<file path="src/rtl/rr_mux_arbiter_if.sv">
// Shared-channel bundle between four sources, the round-robin arbiter and its consumer.
// The master side is the arbiter; the slave side is the sources plus the consumer.
interface rr_mux_arbiter_if #(
  parameter int DW = 8
);
  logic [3:0]    req;
  logic [DW-1:0] a;
  logic [DW-1:0] b;
  logic [DW-1:0] c;
  logic [DW-1:0] d;
  logic          out_ready;
  logic          out_valid;
  logic [DW-1:0] y;
  logic [3:0]    gnt;
  logic          s1;
  logic          s0;
  logic          busy;
  logic          state_dbg;

  // Handshake: a beat transfers on a rising clk edge when out_valid && out_ready;
  // out_valid never waits on out_ready, and y is stable while out_valid is high
  // unless the granted source itself changes its data.
  modport master (
    input  req, a, b, c, d, out_ready,
    output out_valid, y, gnt, s1, s0, busy, state_dbg
  );

  modport slave (
    output req, a, b, c, d, out_ready,
    input  out_valid, y, gnt, s1, s0, busy, state_dbg
  );
endinterface

</file>
<file path="src/rtl/rr_mux_arbiter.sv">
// Round-robin arbiter sharing one 4:1 mux channel among four requesters,
// with each grant capped at MAX_HOLD transfers.
module rr_mux_arbiter #(
  parameter int DW       = 8,
  parameter int MAX_HOLD = 4
) (
  input  logic             clk,
  input  logic             rst_n,
  rr_mux_arbiter_if.master bus
);
  localparam int CW = $clog2(MAX_HOLD) + 1;
  localparam logic [CW-1:0] LAST_BEAT = CW'(MAX_HOLD - 1);

  typedef enum logic {IDLE = 1'b0, GRANT = 1'b1} state_t;

  state_t        state_q, state_d;
  logic [1:0]    ptr_q, ptr_d;
  logic [1:0]    sel_q, sel_d;
  logic [3:0]    gnt_q, gnt_d;
  logic [CW-1:0] cnt_q, cnt_d;

  logic          out_valid;
  logic [DW-1:0] y;
  logic          xfer;
  logic          release_grant;
  logic          found;
  logic [1:0]    win;
  logic [1:0]    idx;

  // State register
  always_ff @(posedge clk or negedge rst_n) begin
    if (!rst_n) begin
      state_q <= IDLE;
      ptr_q   <= 2'd3;
      sel_q   <= 2'd0;
      gnt_q   <= 4'b0000;
      cnt_q   <= '0;
    end else begin
      state_q <= state_d;
      ptr_q   <= ptr_d;
      sel_q   <= sel_d;
      gnt_q   <= gnt_d;
      cnt_q   <= cnt_d;
    end
  end

  // Rotating-priority search starting just after the last winner.
  always_comb begin
    found = 1'b0;
    win   = 2'd0;
    idx   = 2'd0;
    for (int i = 1; i <= 4; i++) begin
      idx = ptr_q + 2'(i);
      if (!found && bus.req[idx]) begin
        found = 1'b1;
        win   = idx;
      end
    end
  end

  assign xfer          = out_valid && bus.out_ready;
  assign release_grant = !bus.req[sel_q] || (xfer && (cnt_q == LAST_BEAT));

  // Next-state logic
  always_comb begin
    state_d = state_q;
    ptr_d   = ptr_q;
    sel_d   = sel_q;
    gnt_d   = gnt_q;
    cnt_d   = cnt_q;
    case (state_q)
      IDLE: begin
        if (found) begin
          state_d = GRANT;
          sel_d   = win;
          gnt_d   = 4'b0001 << win;
          cnt_d   = '0;
        end
      end
      GRANT: begin
        if (release_grant) begin
          state_d = IDLE;
          ptr_d   = sel_q;
          gnt_d   = 4'b0000;
          cnt_d   = '0;
        end else if (xfer) begin
          cnt_d = cnt_q + CW'(1);
        end
      end
      default: state_d = IDLE;
    endcase
  end

  // Output logic
  always_comb begin
    out_valid = (state_q == GRANT) && bus.req[sel_q];
    y         = '0;
    if (out_valid) begin
      case (sel_q)
        2'd0:    y = bus.a;
        2'd1:    y = bus.b;
        2'd2:    y = bus.c;
        default: y = bus.d;
      endcase
    end
  end

  assign bus.out_valid = out_valid;
  assign bus.y         = y;
  assign bus.gnt       = gnt_q;
  assign bus.s1        = sel_q[1];
  assign bus.s0        = sel_q[0];
  assign bus.busy      = (state_q == GRANT);
  assign bus.state_dbg = state_q;
endmodule

</file>
<file path="src/flat_wrapper.sv">
// flat-port wrapper written by rule: the top's interface ports become plain ports
module rr_mux_arbiter_flat 
#(
  parameter int DW       = 8,
  parameter int MAX_HOLD = 4
)
  (clk, rst_n, bus_req, bus_a, bus_b, bus_c, bus_d, bus_out_ready, bus_out_valid, bus_y, bus_gnt, bus_s1, bus_s0, bus_busy, bus_state_dbg);
  rr_mux_arbiter_if #(.DW(DW)) bus_i ();
  input  logic clk;
  input  logic rst_n;
  input wire logic [$bits(bus_i.req)-1:0] bus_req;
  input wire logic [$bits(bus_i.a)-1:0] bus_a;
  input wire logic [$bits(bus_i.b)-1:0] bus_b;
  input wire logic [$bits(bus_i.c)-1:0] bus_c;
  input wire logic [$bits(bus_i.d)-1:0] bus_d;
  input wire logic [$bits(bus_i.out_ready)-1:0] bus_out_ready;
  output wire logic [$bits(bus_i.out_valid)-1:0] bus_out_valid;
  output wire logic [$bits(bus_i.y)-1:0] bus_y;
  output wire logic [$bits(bus_i.gnt)-1:0] bus_gnt;
  output wire logic [$bits(bus_i.s1)-1:0] bus_s1;
  output wire logic [$bits(bus_i.s0)-1:0] bus_s0;
  output wire logic [$bits(bus_i.busy)-1:0] bus_busy;
  output wire logic [$bits(bus_i.state_dbg)-1:0] bus_state_dbg;
  assign bus_i.req = bus_req;
  assign bus_i.a = bus_a;
  assign bus_i.b = bus_b;
  assign bus_i.c = bus_c;
  assign bus_i.d = bus_d;
  assign bus_i.out_ready = bus_out_ready;
  assign bus_out_valid = bus_i.out_valid;
  assign bus_y = bus_i.y;
  assign bus_gnt = bus_i.gnt;
  assign bus_s1 = bus_i.s1;
  assign bus_s0 = bus_i.s0;
  assign bus_busy = bus_i.busy;
  assign bus_state_dbg = bus_i.state_dbg;
  rr_mux_arbiter #(.DW(DW), .MAX_HOLD(MAX_HOLD)) u_core (.clk(clk), .rst_n(rst_n), .bus(bus_i));
endmodule
</file>
<file path="config.mk">
export PLATFORM = sky130hd
export DESIGN_NAME = rr_mux_arbiter_flat
export DESIGN_NICKNAME = d
export VERILOG_FILES = /design/src/rtl/rr_mux_arbiter_if.sv /design/src/rtl/rr_mux_arbiter.sv /design/src/flat_wrapper.sv
export SDC_FILE = /design/constraint.sdc
export NUM_CORES = 1
export LEC_CHECK = 0
export CORE_MARGIN = 10
export CORE_UTILIZATION = 29
export CTS_BUF_LIST = sky130_fd_sc_hd__clkbuf_8
export DETAILED_ROUTE_END_ITERATION = 6
export MAX_ROUTING_LAYER = met4
export PLACE_DENSITY = 0.67
export SLEW_MARGIN = 20
export SYNTH_ARGS = -nofsm -noshare
export SYNTH_HDL_FRONTEND = slang
export SYNTH_SLANG_ARGS = --single-unit
</file>
<file path="constraint.sdc">
create_clock -name clk -period 1.7 [get_ports clk]
set_clock_uncertainty 0.1 [all_clocks]
set_input_delay 0.34 -clock clk [delete_from_list [all_inputs] [get_ports clk]]
set_output_delay 0.34 -clock clk [all_outputs]
set_load 0.01 [all_outputs]
</file>
* After elaboration in Yosys (flattened, before gate mapping)
Index checks and enable logic that the tools add are counted.
Storage, ports and cells: register bits 12, input bits 39, output and inout bits 17, word-level logic and storage cells 68
Operators by class: $add $sub $neg 4, order comparisons 5, equality and inequality tests 6, shifts and indexed selects 1, mux-type cells 30, bitwise operators 1, reductions and logical operators 16
Operators by type and width (count):
- case mux 8 bit (3 select lines) | 1
- less-than comparator 2 x 3 -> 1 bit (second input constant) | 5
- two-way mux 1 bit | 11
- binary-select mux 1 bit (select 2 bit) | 5
- two-way mux 3 bit | 3
- two-way mux 2 bit | 4
- two-way mux 4 bit | 2
- two-way mux 8 bit | 1
- case mux 4 bit (2 select lines) | 1
- AND reduction 2 bit | 4
- logical AND 1 bit | 6
- case mux 3 bit (2 select lines) | 1
- adder 2 bit (second input constant) | 2
- zero test 1 bit | 4
- left shift 1 x 2 -> 4 bit (first input constant) | 1
- adder 3 x 1 -> 3 bit (second input constant) | 1
- equality test 3 x 2 -> 1 bit (second input constant) | 1
- inequality test 3 bit (second input constant) | 1
- adder 2 x 1 -> 2 bit (second input constant) | 1
- equality test 2 x 1 -> 1 bit (second input constant) | 1
- equality test 2 bit (second input constant) | 1
- zero test 2 bit | 1
- inequality test 2 x 1 -> 1 bit (second input constant) | 1
- inequality test 2 bit (second input constant) | 1
- 3 further kinds | 3

* Logic depth before layout (Yosys ltp)
depth after elaboration 16, mapped depth 5, depth with buffers taken out 5

* Worst setup path after synthesis
OpenSTA, ideal clock, no wires.
path type register -> output, start point register u_core.sel_q[0], end point output bus_y[0], arrival time 1.394 ns, required time 1.260 ns, path slack -0.134 ns, stages on the path, launching flop included 4, cell sequence dfrtp_1 buf_2 mux4_2 nor2b_1
On the way: word-level cells in the longest chain between the ends 4
RTL lines:
- start: declaration | line rr_mux_arbiter.sv:18 | logic [1:0] sel_q, sel_d;
- start signal: assignment | line rr_mux_arbiter.sv:41 | sel_q <= sel_d;
- binary-select mux 1 bit (select 2 bit) | line rr_mux_arbiter.sv:96 | out_valid = (state_q == GRANT) && bus.req[sel_q];
- two-way mux 1 bit (not written as such) | line rr_mux_arbiter.sv:96
- logical AND 1 bit | line rr_mux_arbiter.sv:96
- two-way mux 8 bit (*) | line rr_mux_arbiter.sv:98 | if (out_valid) begin
- end: declaration | line flat_wrapper.sv:18 | output wire logic [$bits(bus_i.y)-1:0] bus_y;
Every way passes the cells marked *; elsewhere a longest branch is shown, timed or not. The select of a mux whose other input is x is not followed.

* Final worst setup path
start point register u_core.sel_q[0], end point output bus_y[3]
Same word-level chain as after synthesis.

==> results.yml <==
timing:
  slew-limit-headroom_pct: 77.70
  setup_viol: 19
  setup_slack_ps: -385.8
  slew_viol_final: 0
  final.period_utilization_pct: 122.7
  worst_pin_slew_ps: 334.5
  rsz0062_at_grt: "yes"
  hold_viol_final: 0
  fmax_mhz: 479.4
  layout_min_cycle_time_ps: 2086
finish:
  fin_nets: 205
  diodes: 0
  drive_gt1_share_pct: 42.94
  fillers: 269
  finalInstanceArea_mm2: 0.001902
  final-seq-area_um2: 304.0
  area_growth_pct: 98.43
  multi_input_area_um2: 696.9
global_routing:
  grt_pass1_vias: 1153
  grt_first_pass_wirelength_um: 5768
  gr-usage-all-layers_pct: 12.04
  grt_overflow: 0
  grt_max_degree: 13
  antenna_found_initial: 0
setup_path:
  crit_family: "buffers and inverters"
  crit_required_ps: 1260
  slowest_delay_ps: 420
  cp.arrival_ps: 1650
  cpMaxStageDelayCell: "dfrtp_2"
  worstSetupEndpointType: "output port"
  worstPathCellList: "buf_6 > mux2_4 > a22oi_2 > buf_4 > nor2b_1 > buf_2"
  critPathBufInv: 3
  critical_path_class: "reg2out"
  startpoint_type: "flop"
  cp_max_fo: 4
routing:
  routedWlPerCell_um: 17.61
  drc: 0
  drt-initial-drc-count: 26
  ant_nets: 0
  via_per_inst: 4.990
  routed_wl_um: 3645
  first_pass_iters: 4
  vias: 1033
synthesis:
  synth_edf_count: 0
  synth_area_um2: 958.4
  yosys_warnings: 0
  yosysSeqAreaShare_pct: 31.59
  synth_seq_cells: 12
  syn_inst: 81
  ys_types: 30
  synth_area_per_cell_um2: 11.83
  syn_nets: 122
  ys_async_sr_fraction_pct: 100.0
  ys.flop_type: "dfrtp_1"
status:
  status: "complete, but fails checks"
  failed_checks: "negative setup slack"
pwr:
  power.density_mw_per_mm2: 1548
  power.leakage_nw: 0.8458
  vdd_drop_max_v: 0.0008104
floorplanning:
  die_w_um: 77.49
  rows: 20
  chipHeight_um: 77.49
  initial_utilization_pct: 30.89
  die_area_mm2: 0.006005
  fp.coreArea_mm2: 0.003103
  pin_count: 56
placed_design:
  globalplace.congestion: 0.7213
  hpwlAfterDp_um: 2768
  placed_area_mm2: 0.001697
  io_buffer_count: 55
  pre_cts_slack_ps: -700.7
clock_tree:
  cts_tree: "done"
  htreeDepth: 1
  root_buffer: "clkbuf_8"
  clk_pin_slew_ps: 50
  clock_sinks: 12
  worstSkewPairLatency_ps: 240
  ctsLongestPathBuffers: 2
  cts_made_buffers: 3
run:
  drv_cap: 0
worst_hold_path:
  min_path_type: "in2async"
==> sequential cells by signal, indices dropped and copies added (netlist names) <==
name	cells
u_core.bus.busy	1
u_core.bus.gnt	4
u_core.cnt_q	3
u_core.ptr_q	2
u_core.sel_q	2
==> where the power goes <==
| group | total [mW] | internal (mW) | switching [mW] |
|---|---|---|---|
| registers | 0.544 | 0.429 | 0.115 |
| clock network | 0.309 | 0.205 | 0.105 |
| logic | 2.09 | 1.25 | 0.841 |
==> final timing paths <==
kind                                        startpoint                     endpoint  slack, ps  cells after the start
min in group clk           u_core.cnt_q[2]$_DFFE_PN0P_  u_core.cnt_q[2]$_DFFE_PN0P_        410                      1
hold / removal                                   rst_n  u_core.cnt_q[2]$_DFFE_PN0P_        300                      2
setup reg to reg           u_core.sel_q[0]$_DFFE_PN0P_  u_core.cnt_q[0]$_DFFE_PN0P_       -280                      8
max in group asynchronous                        rst_n  u_core.ptr_q[1]$_DFFE_PN1P_        970                      2
setup / recovery           u_core.sel_q[0]$_DFFE_PN0P_                     bus_y[3]       -390                      6
hold reg to reg            u_core.cnt_q[2]$_DFFE_PN0P_  u_core.cnt_q[2]$_DFFE_PN0P_        410                      1
==> layout make-up <==
type	count	share of cell area (%)
Inverter	4	0.7895
Timing Repair Buffer	81	40.79
Multi-Input combinational cell	62	36.64
Clock buffer	4	2.895
Tap cell	44	2.895
Sequential cell	12	15.99
==> cell usage in the layout, fill, tap and decap left out, types with 3 or more instances in the layout <==
cell type / instances
clkdlybuf4s50_1: 39
dfrtp_1: 9
buf_6: 6
nor2b_1: 11
nor4_1: 3
mux4_2: 8
buf_4: 18
nor2_1: 3
buf_2: 7
a22o_1: 4
inv_1: 3
dlygate4sd2_1: 6
clkbuf_8: 4
mux2_4: 5
==> metal layers <==
layer	track usage (%)	share of wire, %
met5	-	0
met4	2.737	0.52
met3	3.917	8.4
met2	19.40	45
met1	14.26	46
==> what timing repair did <==
| item | 4_1_cts | 5_1_grt |
|---|---|---|
| cloned | 2 | 0 |
| pin swaps | 8 | 6 |
| endpoints found under the setup margin | 21 | 21 |
| setup buffers | 8 | 3 |
| hold buffers | 0 | 0 |
| gates resized for setup | 55 | 12 |
==> stage by stage <==
| stage | cells | hold WS (ps) | setup TNS, ps | total power [mW] | utilization [%] |
|---|---|---|---|---|---|
| after global placement | 193 | 378.6 | -9871 | 2.244 | 54.68 |
| after global routing | 207 | 304.2 | -6117 | 3.144 | 61.29 |
| final | 207 | 296.7 | -4888 | 2.943 | 61.29 |
| after detailed placement | 193 | 379.0 | -10200 | 2.279 | 54.68 |
| after CTS | 205 | 300.8 | -5648 | 2.787 | 59.19 |
| after floorplan | 81 | -55.59 | 0 | 1.483 | - |
==> synthesized netlist by cell type, drive strengths merged (2+ instances only) <==
cell type | number | area share, %
nor2b | 13 | 8.5
dfrtp | 10 | 26
mux4 | 8 | 19
mux2 | 6 | 7.4
a22o | 4 | 3.7
buf | 4 | 2.2
inv | 4 | 1.6
nor2 | 4 | 1.6
nor4 | 4 | 4.2
o21ai | 4 | 2.5
o2bb2ai | 3 | 2.7
and2 | 2 | 1.3
dfstp | 2 | 5.5
ha | 2 | 2.6
o21a | 2 | 1.6
==> cells by family (layout without fill, tap and decap cells) <==
logic type / count (synthesis) / after routing / share of synthesized area (%)
buffers and inverters: 8 / 89 / 3.785
AO/OA/AOI/OAI: 17 / 18 / 14.62
multiplexers: 15 / 15 / 27.28
AND/OR/NAND/NOR: 27 / 27 / 20.10
flip-flops: 12 / 12 / 31.59
adder cells (fa/ha/maj): 2 / 2 / 2.611
Power figures use the tool's default switching activity.
